`src/rtl/phase_increment_bank.sv`:
```
// Purpose: per-channel phase increment INC = floor(Freq * SCALE / UPDATE_RATE), FRAC_W fraction bits.
// Latency: FREQ_W+35 enabled cycles from a dirty channel being seen in IDLE to its Inc_valid pulse.
// Backpressure: none; Inc_ce low freezes all state and masks Inc_valid.
//
// Ports:
//   Sys_clk    system clock
//   Inc_rst    synchronous active-high reset (wins over Inc_ce)
//   Inc_ce     clock enable
//   Freq_flat  channel n frequency at [n*FREQ_W +: FREQ_W]
//   Inc_flat   channel n increment at [n*INC_W +: INC_W]
//   Inc_valid  one-cycle pulse per channel while its new increment is presented
//   Busy       high whenever the sequencer is not idle
//
// Build option: define PHASE_INC_ROUND_NEAREST_EN to round half-up instead of truncating.
// Cycle count is the same in both builds.
//
// One multiplier and one bit-serial restoring divider are shared across all channels.
// Channels are served round-robin, starting from the channel after the last one written.
// A channel is dirty when its Freq differs from its shadow copy. The shadow is updated
// when the channel is picked, so a change arriving mid-computation is picked up on a later pass.
//
// Assumes FRAC_W <= 16, so the aligned dividend fits in FREQ_W+32 bits. Also assumes INC_W <= FREQ_W+32.
module phase_increment_bank #(
   parameter int          CHANNELS    = 4,
   parameter int          FREQ_W      = 32,
   parameter int          INC_W       = 32,
   parameter int          FRAC_W      = 16,
   parameter logic [31:0] SCALE       = 32'h0006487E,
   parameter int unsigned UPDATE_RATE = 1000000
) (
   input  logic                       Sys_clk,
   input  logic                       Inc_rst,
   input  logic                       Inc_ce,
   input  logic [CHANNELS*FREQ_W-1:0] Freq_flat,
   output logic [CHANNELS*INC_W-1:0]  Inc_flat,
   output logic [CHANNELS-1:0]        Inc_valid,
   output logic                       Busy
);

   localparam int D  = FREQ_W + 32;               // product / dividend / quotient width
   localparam int PW = (CHANNELS > 1) ? $clog2(CHANNELS) : 1;
   localparam int CW = $clog2(D);                 // holds D-1
   localparam logic [PW:0]  CH_L = (PW+1)'(CHANNELS);
   localparam logic [31:0]  RATE = 32'(UPDATE_RATE);

   typedef enum logic [2:0] {
      S_IDLE,
      S_SCAN,
      S_MUL,
      S_DIV,
      S_WRITE
   } state_t;

   state_t state_q, state_d;

   logic [FREQ_W-1:0] freq_ch   [CHANNELS];
   logic [FREQ_W-1:0] shadow_q  [CHANNELS];
   logic [INC_W-1:0]  inc_q     [CHANNELS];
   logic [CHANNELS-1:0] dirty;
   logic              any_dirty;

   logic [PW-1:0]     ptr_q;
   logic [PW-1:0]     sel_q;
   logic [FREQ_W-1:0] work_q;
   logic [D-1:0]      acc_q;     // dividend shifts out the top, quotient bits shift in the bottom
   logic [31:0]       rem_q;
   logic [CW-1:0]     cnt_q;

   // ------------------------------------------------------------------
   // Channel unpacking and dirty detection
   // ------------------------------------------------------------------
   genvar g;
   generate
      for (g = 0; g < CHANNELS; g++) begin : g_ch
         assign freq_ch[g] = Freq_flat[g*FREQ_W +: FREQ_W];
         assign dirty[g]   = (freq_ch[g] != shadow_q[g]);
         assign Inc_flat[g*INC_W +: INC_W] = inc_q[g];
      end
   endgenerate

   assign any_dirty = |dirty;

   // ------------------------------------------------------------------
   // Round-robin pick: first dirty channel at or after ptr_q, wrapping
   // ------------------------------------------------------------------
   logic          pick_found;
   logic [PW-1:0] pick_idx;
   logic [PW:0]   scan_idx;

   always_comb begin
      pick_found = 1'b0;
      pick_idx   = '0;
      scan_idx   = '0;
      for (int i = 0; i < CHANNELS; i++) begin
         scan_idx = {1'b0, ptr_q} + (PW+1)'(i);
         if (scan_idx >= CH_L) begin
            scan_idx = scan_idx - CH_L;
         end
         if (!pick_found && dirty[scan_idx[PW-1:0]]) begin
            pick_found = 1'b1;
            pick_idx   = scan_idx[PW-1:0];
         end
      end
   end

   // ------------------------------------------------------------------
   // Datapath: multiply, align SCALE's 16 fraction bits to FRAC_W, divide
   // ------------------------------------------------------------------
   logic [D-1:0]        product;
   logic [D+FRAC_W-1:0] shifted;
   logic [D-1:0]        dividend_load;

   assign product = D'(work_q) * D'(SCALE);
   assign shifted = (D+FRAC_W)'(product) << FRAC_W;

`ifdef PHASE_INC_ROUND_NEAREST_EN
   localparam logic [D-1:0] HALF_RATE = D'(UPDATE_RATE / 2);
   assign dividend_load = D'(shifted >> 16) + HALF_RATE;
`else
   assign dividend_load = D'(shifted >> 16);
`endif

   // One restoring step: bring down the next dividend bit, subtract if it fits
   logic [32:0]  trial;
   logic         q_bit;
   logic [31:0]  rem_next;
   logic [D-1:0] acc_next;

   assign trial    = {rem_q, acc_q[D-1]};
   assign q_bit    = (trial >= {1'b0, RATE});
   assign rem_next = q_bit ? 32'(trial - {1'b0, RATE}) : trial[31:0];
   assign acc_next = {acc_q[D-2:0], q_bit};

   // acc_next holds the complete quotient on the final DIV step
   logic             quo_ovf;
   logic [INC_W-1:0] sat_result;

   assign quo_ovf    = |(acc_next >> INC_W);
   assign sat_result = quo_ovf ? {INC_W{1'b1}} : acc_next[INC_W-1:0];

   // Pointer advance after a write, wrapping modulo CHANNELS
   logic [PW:0]   sel_inc;
   logic [PW-1:0] ptr_next;

   assign sel_inc  = {1'b0, sel_q} + (PW+1)'(1);
   assign ptr_next = (sel_inc >= CH_L) ? '0 : sel_inc[PW-1:0];

   // ------------------------------------------------------------------
   // Sequencer: next state and outputs
   // ------------------------------------------------------------------
   always_comb begin
      state_d   = state_q;
      Inc_valid = '0;
      Busy      = (state_q != S_IDLE);
      case (state_q)
         S_IDLE:  if (any_dirty) state_d = S_SCAN;
         S_SCAN:  state_d = pick_found ? S_MUL : S_IDLE;
         S_MUL:   state_d = S_DIV;
         S_DIV:   if (cnt_q == '0) state_d = S_WRITE;
         S_WRITE: begin
            state_d = S_SCAN;
            if (Inc_ce && !Inc_rst) begin
               Inc_valid[sel_q] = 1'b1;
            end
         end
         default: state_d = S_IDLE;
      endcase
   end

   // ------------------------------------------------------------------
   // State and datapath registers
   // ------------------------------------------------------------------
   always_ff @(posedge Sys_clk) begin
      if (Inc_rst) begin
         state_q <= S_IDLE;
         ptr_q   <= '0;
         sel_q   <= '0;
         work_q  <= '0;
         acc_q   <= '0;
         rem_q   <= '0;
         cnt_q   <= '0;
         for (int n = 0; n < CHANNELS; n++) begin
            shadow_q[n] <= '0;
            inc_q[n]    <= '0;
         end
      end else if (Inc_ce) begin
         state_q <= state_d;
         case (state_q)
            S_SCAN: begin
               if (pick_found) begin
                  sel_q              <= pick_idx;
                  work_q             <= freq_ch[pick_idx];
                  shadow_q[pick_idx] <= freq_ch[pick_idx];
               end
            end
            S_MUL: begin
               // The registered product lives in acc_q as the divider's dividend
               acc_q <= dividend_load;
               rem_q <= '0;
               cnt_q <= CW'(D - 1);
            end
            S_DIV: begin
               acc_q <= acc_next;
               rem_q <= rem_next;
               cnt_q <= cnt_q - CW'(1);
               // Commit on the final step so the new value is on Inc_flat during the pulse
               if (cnt_q == '0) begin
                  inc_q[sel_q] <= sat_result;
               end
            end
            S_WRITE: ptr_q <= ptr_next;
            default: ;
         endcase
      end
   end

endmodule

```
`config.mk`:
```
export PLATFORM = sky130hd
export DESIGN_NAME = phase_increment_bank
export DESIGN_NICKNAME = d
export VERILOG_FILES = /design/src/rtl/phase_increment_bank.sv
export SDC_FILE = /design/constraint.sdc
export NUM_CORES = 1
export LEC_CHECK = 0
export ABC_AREA = 1
export CORE_MARGIN = 1.5
export CORE_UTILIZATION = 38
export DETAILED_ROUTE_END_ITERATION = 16
export GPL_ROUTABILITY_DRIVEN = 0
export GPL_TIMING_DRIVEN = 0
export SLEW_MARGIN = 10
export SYNTH_ARGS = -nofsm -noshare
export SYNTH_HDL_FRONTEND = slang
export SYNTH_SLANG_ARGS = --single-unit
```
`constraint.sdc`:
```
create_clock -name Sys_clk -period 8.78 [get_ports Sys_clk]
set_clock_uncertainty 0.15 [all_clocks]
set_input_delay 1.756 -clock Sys_clk [delete_from_list [all_inputs] [get_ports Sys_clk]]
set_output_delay 1.756 -clock Sys_clk [all_outputs]
set_load 0.1 [all_outputs]
```
==> impl_metrics.env <==
export IMPL_clockRootBuffer="clkbuf_16"
export IMPL_p_clk_share_pct=37.1
export IMPL_chipHeight_um=276
export IMPL_fin_util_pct=45.9
export IMPL_synth_top_area_share_pct=27.1
export IMPL_tritoncts="done"
export IMPL_finalHoldViolCount=0
export IMPL_r2r_slack_ps=2590
export IMPL_grt_overflow=0
export IMPL_wl_per_cell_um=17.2
export IMPL_n_fill_cell=7167
export IMPL_avgViaCountPerCell=5.00
export IMPL_cp_required_ps=9120
export IMPL_p_sw_mw=1.77
export IMPL_yosysMostFrequentCell="inv_1"
export IMPL_routed_wl_um=80200
export IMPL_clkSinkCount=397
export IMPL_grt_max_degree=33
export IMPL_dieArea_um2=76400
export IMPL_critPathMaxFanout=9
export IMPL_diodes=0
export IMPL_die_w_um=276
export IMPL_hp_class="reg2reg"
export IMPL_firstDrtPassIters=7
export IMPL_rr_worst_depth=24
export IMPL_p_leak_nw=15.3
export IMPL_syn_inst=3329
export IMPL_combinationalPowerShare_pct=24.6
export IMPL_endpoint_kind="flop"
export IMPL_cp_endpoint="acc_q[49]"
export IMPL_place_area_um2=32400
export IMPL_tightest_slew_ps=1190
export IMPL_nNetsFinal=4161
export IMPL_startpoint="work_q[8]"
export IMPL_r2r_start="work_q[8]"
export IMPL_drv_slew=0
export IMPL_cts_resized=0
export IMPL_grt_usage_pct=21.2
export IMPL_antenna_found_initial=0
export IMPL_dp_cells=4569
export IMPL_cts_setup_buffers=0
export IMPL_synth_edf_count=256
export IMPL_worstReg2RegEnd="acc_q[49]"
export IMPL_synth_cell_type_count=49
export IMPL_numCtsBuffers=46
export IMPL_finalCriticalPeriod_ps=6190
export IMPL_post_route_period_util_pct=70.5
export IMPL_ys_seq_area_share_pct=37.0
export IMPL_startpoint_type="flop"
export IMPL_p_per_area_nw_per_um2=162
export IMPL_initial_core_util_pct=38.3
export IMPL_io_pins=264
export IMPL_syn_area_um2=28400
export IMPL_fmax_mhz=162
export IMPL_ys_warn_count=0
export IMPL_synth_async_reset_ratio_pct=0
export IMPL_final_area_um2=34000
export IMPL_synth_top_cells_by_count="654 x inv_1, 607 x nand2_1, 315 x nor2_1, 256 x edfxtp_1, 230 x a21oi_1"
export IMPL_rsz0062_at_grt="false"
export IMPL_htreeDepth=2
export IMPL_vias=23256
export IMPL_synth_nets=3842
export IMPL_synth_top_area_cell="edfxtp_1"
export IMPL_ctsHoldBuffers=0
export IMPL_vdd_ir_drop_max_mv=0.133
export IMPL_ant_nets=0
export IMPL_seq_power_share_pct=38.3
export IMPL_portBuffers=262
export IMPL_synthFlopType="edfxtp_1"
export IMPL_crit_arrival_ps=6530
export IMPL_finalSetupViolCount=0
export IMPL_hp_start="cnt_q[0]"
export IMPL_synthTopCellsByArea="edfxtp_1 27%, fa_1 13%, dfxtp_1 9.9%"
export IMPL_power_switching_share_pct=31.9
export IMPL_relSlewSlack_pct=20.8
export IMPL_cap_violations=0
export IMPL_insertion_delay_ps=580
export IMPL_cts_buffer_depth=3
export IMPL_setup_tns_ps=0
export IMPL_ys_ff_latch=397
export IMPL_rows=100
export IMPL_path_clk_slew_ps=60
export IMPL_drive_above_1_share_pct=4.45
export IMPL_outcome="finished, final reports clean"
export IMPL_grt_pass1_vias=23150
export IMPL_critical_path_class="reg2reg"
export IMPL_p_int_mw=3.76
export IMPL_dp_hpwl_um=65700
export IMPL_core_area_um2=74200
export IMPL_drc_errors=0
export IMPL_grt_pass1_wl_um=128000
export IMPL_synthToLayoutAreaGrowth_pct=19.9
export IMPL_drt_iter0_drc=2009
export IMPL_synth_area_per_cell_um2=8.53
export IMPL_power_mw=5.53
export IMPL_instances_no_fill=4652
[logic make-up after synthesis]
group / share of synthesized area [%]
fa+ha+maj: 21.7
simple gates: 18.5
buf+inv: 10.5
flops: 37.0
xor+xnor: 4.10
compound gates: 8.19
[power groups by stage]
stage / clock [mW] / combinational, mW / sequential (mW)
2_1_floorplan: 0 / 0.783 / 2.31
3_3_place_gp: 0 / 1.35 / 2.16
3_5_place_dp: 0 / 1.36 / 2.16
4_1_cts: 2.09 / 1.37 / 2.12
5_1_grt: 2.15 / 1.53 / 2.13
6_report: 2.05 / 1.36 / 2.12
[worst max-delay path, stage by stage (launching register included)]
cell and delay [ps]:
dfxtp_1 660, inv_1 190, fa_1 570, inv_1 70, fa_1 510, inv_1 60, fa_1 520, inv_1 60
fa_1 540, inv_1 60, fa_1 540, inv_1 40, ha_1 360, a21oi_1 200, o21ai_0 140, a21oi_1 160
nand3_1 190, nand3_1 120, nand2_1 100, a21oi_1 280, nand2b_1 180, nand2_1 60, nand2_1 80, nand3_1 120
a21oi_1 160
[layout by cell type, fill, tap and decap left out, drive strengths merged, types with 113 or more instances in the layout]
master	Yosys	final
edfxtp	256	256
xnor2	113	113
nor2	319	319
nand3	238	238
clkbuf	59	117
fa	186	186
nand2	611	611
clkdlybuf4s50	0	262
a21oi	230	230
dfxtp	141	141
inv	657	658
ha	196	196
[worst min-delay path by stage]
stage,endpoint,slack (ps),cells after the start
global route,cnt_q[0],330,1
global placement,cnt_q[0],300,1
floorplan,cnt_q[0],280,1
CTS,cnt_q[0],310,1
finish,cnt_q[0],320,1
detailed placement,cnt_q[0],300,1
[flip-flops by register name, summed over array words and instances, names as in the netlist]
register and cells:
rem_q 32, acc_q 64, cnt_q 6, sel_q 2, work_q 32, state_q 3, ptr_q 2, shadow_q 128
inc_q 128
[final cells by class]
cell class / instances / area, um2 / area share [%]
multi-input combinational: 2173 / 15000 / 43.9
sequential: 397 / 10500 / 30.9
timing repair buffer: 271 / 2770 / 8.14
inverter: 658 / 2470 / 7.26
clock buffer: 58 / 1260 / 3.69
tap: 969 / 1210 / 3.56
buffer: 101 / 507 / 1.49
clock inverter: 25 / 358 / 1.05
[metrics by stage]
stage | hold WS, ps | worst slack [ps]
after global routing | 335 | 2160
after detailed placement | 302 | 2600
after global placement | 298 | 393
final | 318 | 2590
after CTS | 313 | 2620
after floorplan | 277 | 2690
[metal layers]
layer / share of wire, % / up-vias / GRT usage [%]
li1: - / 11289 / -
met4: 2.6 / 0 / 5.99
met2: 47 / 739 / 35.2
met3: 6.1 / 128 / 2.50
met1: 44 / 11100 / 29.1
met5: 0 / - / 0
(Power assumes the default switching activity.)
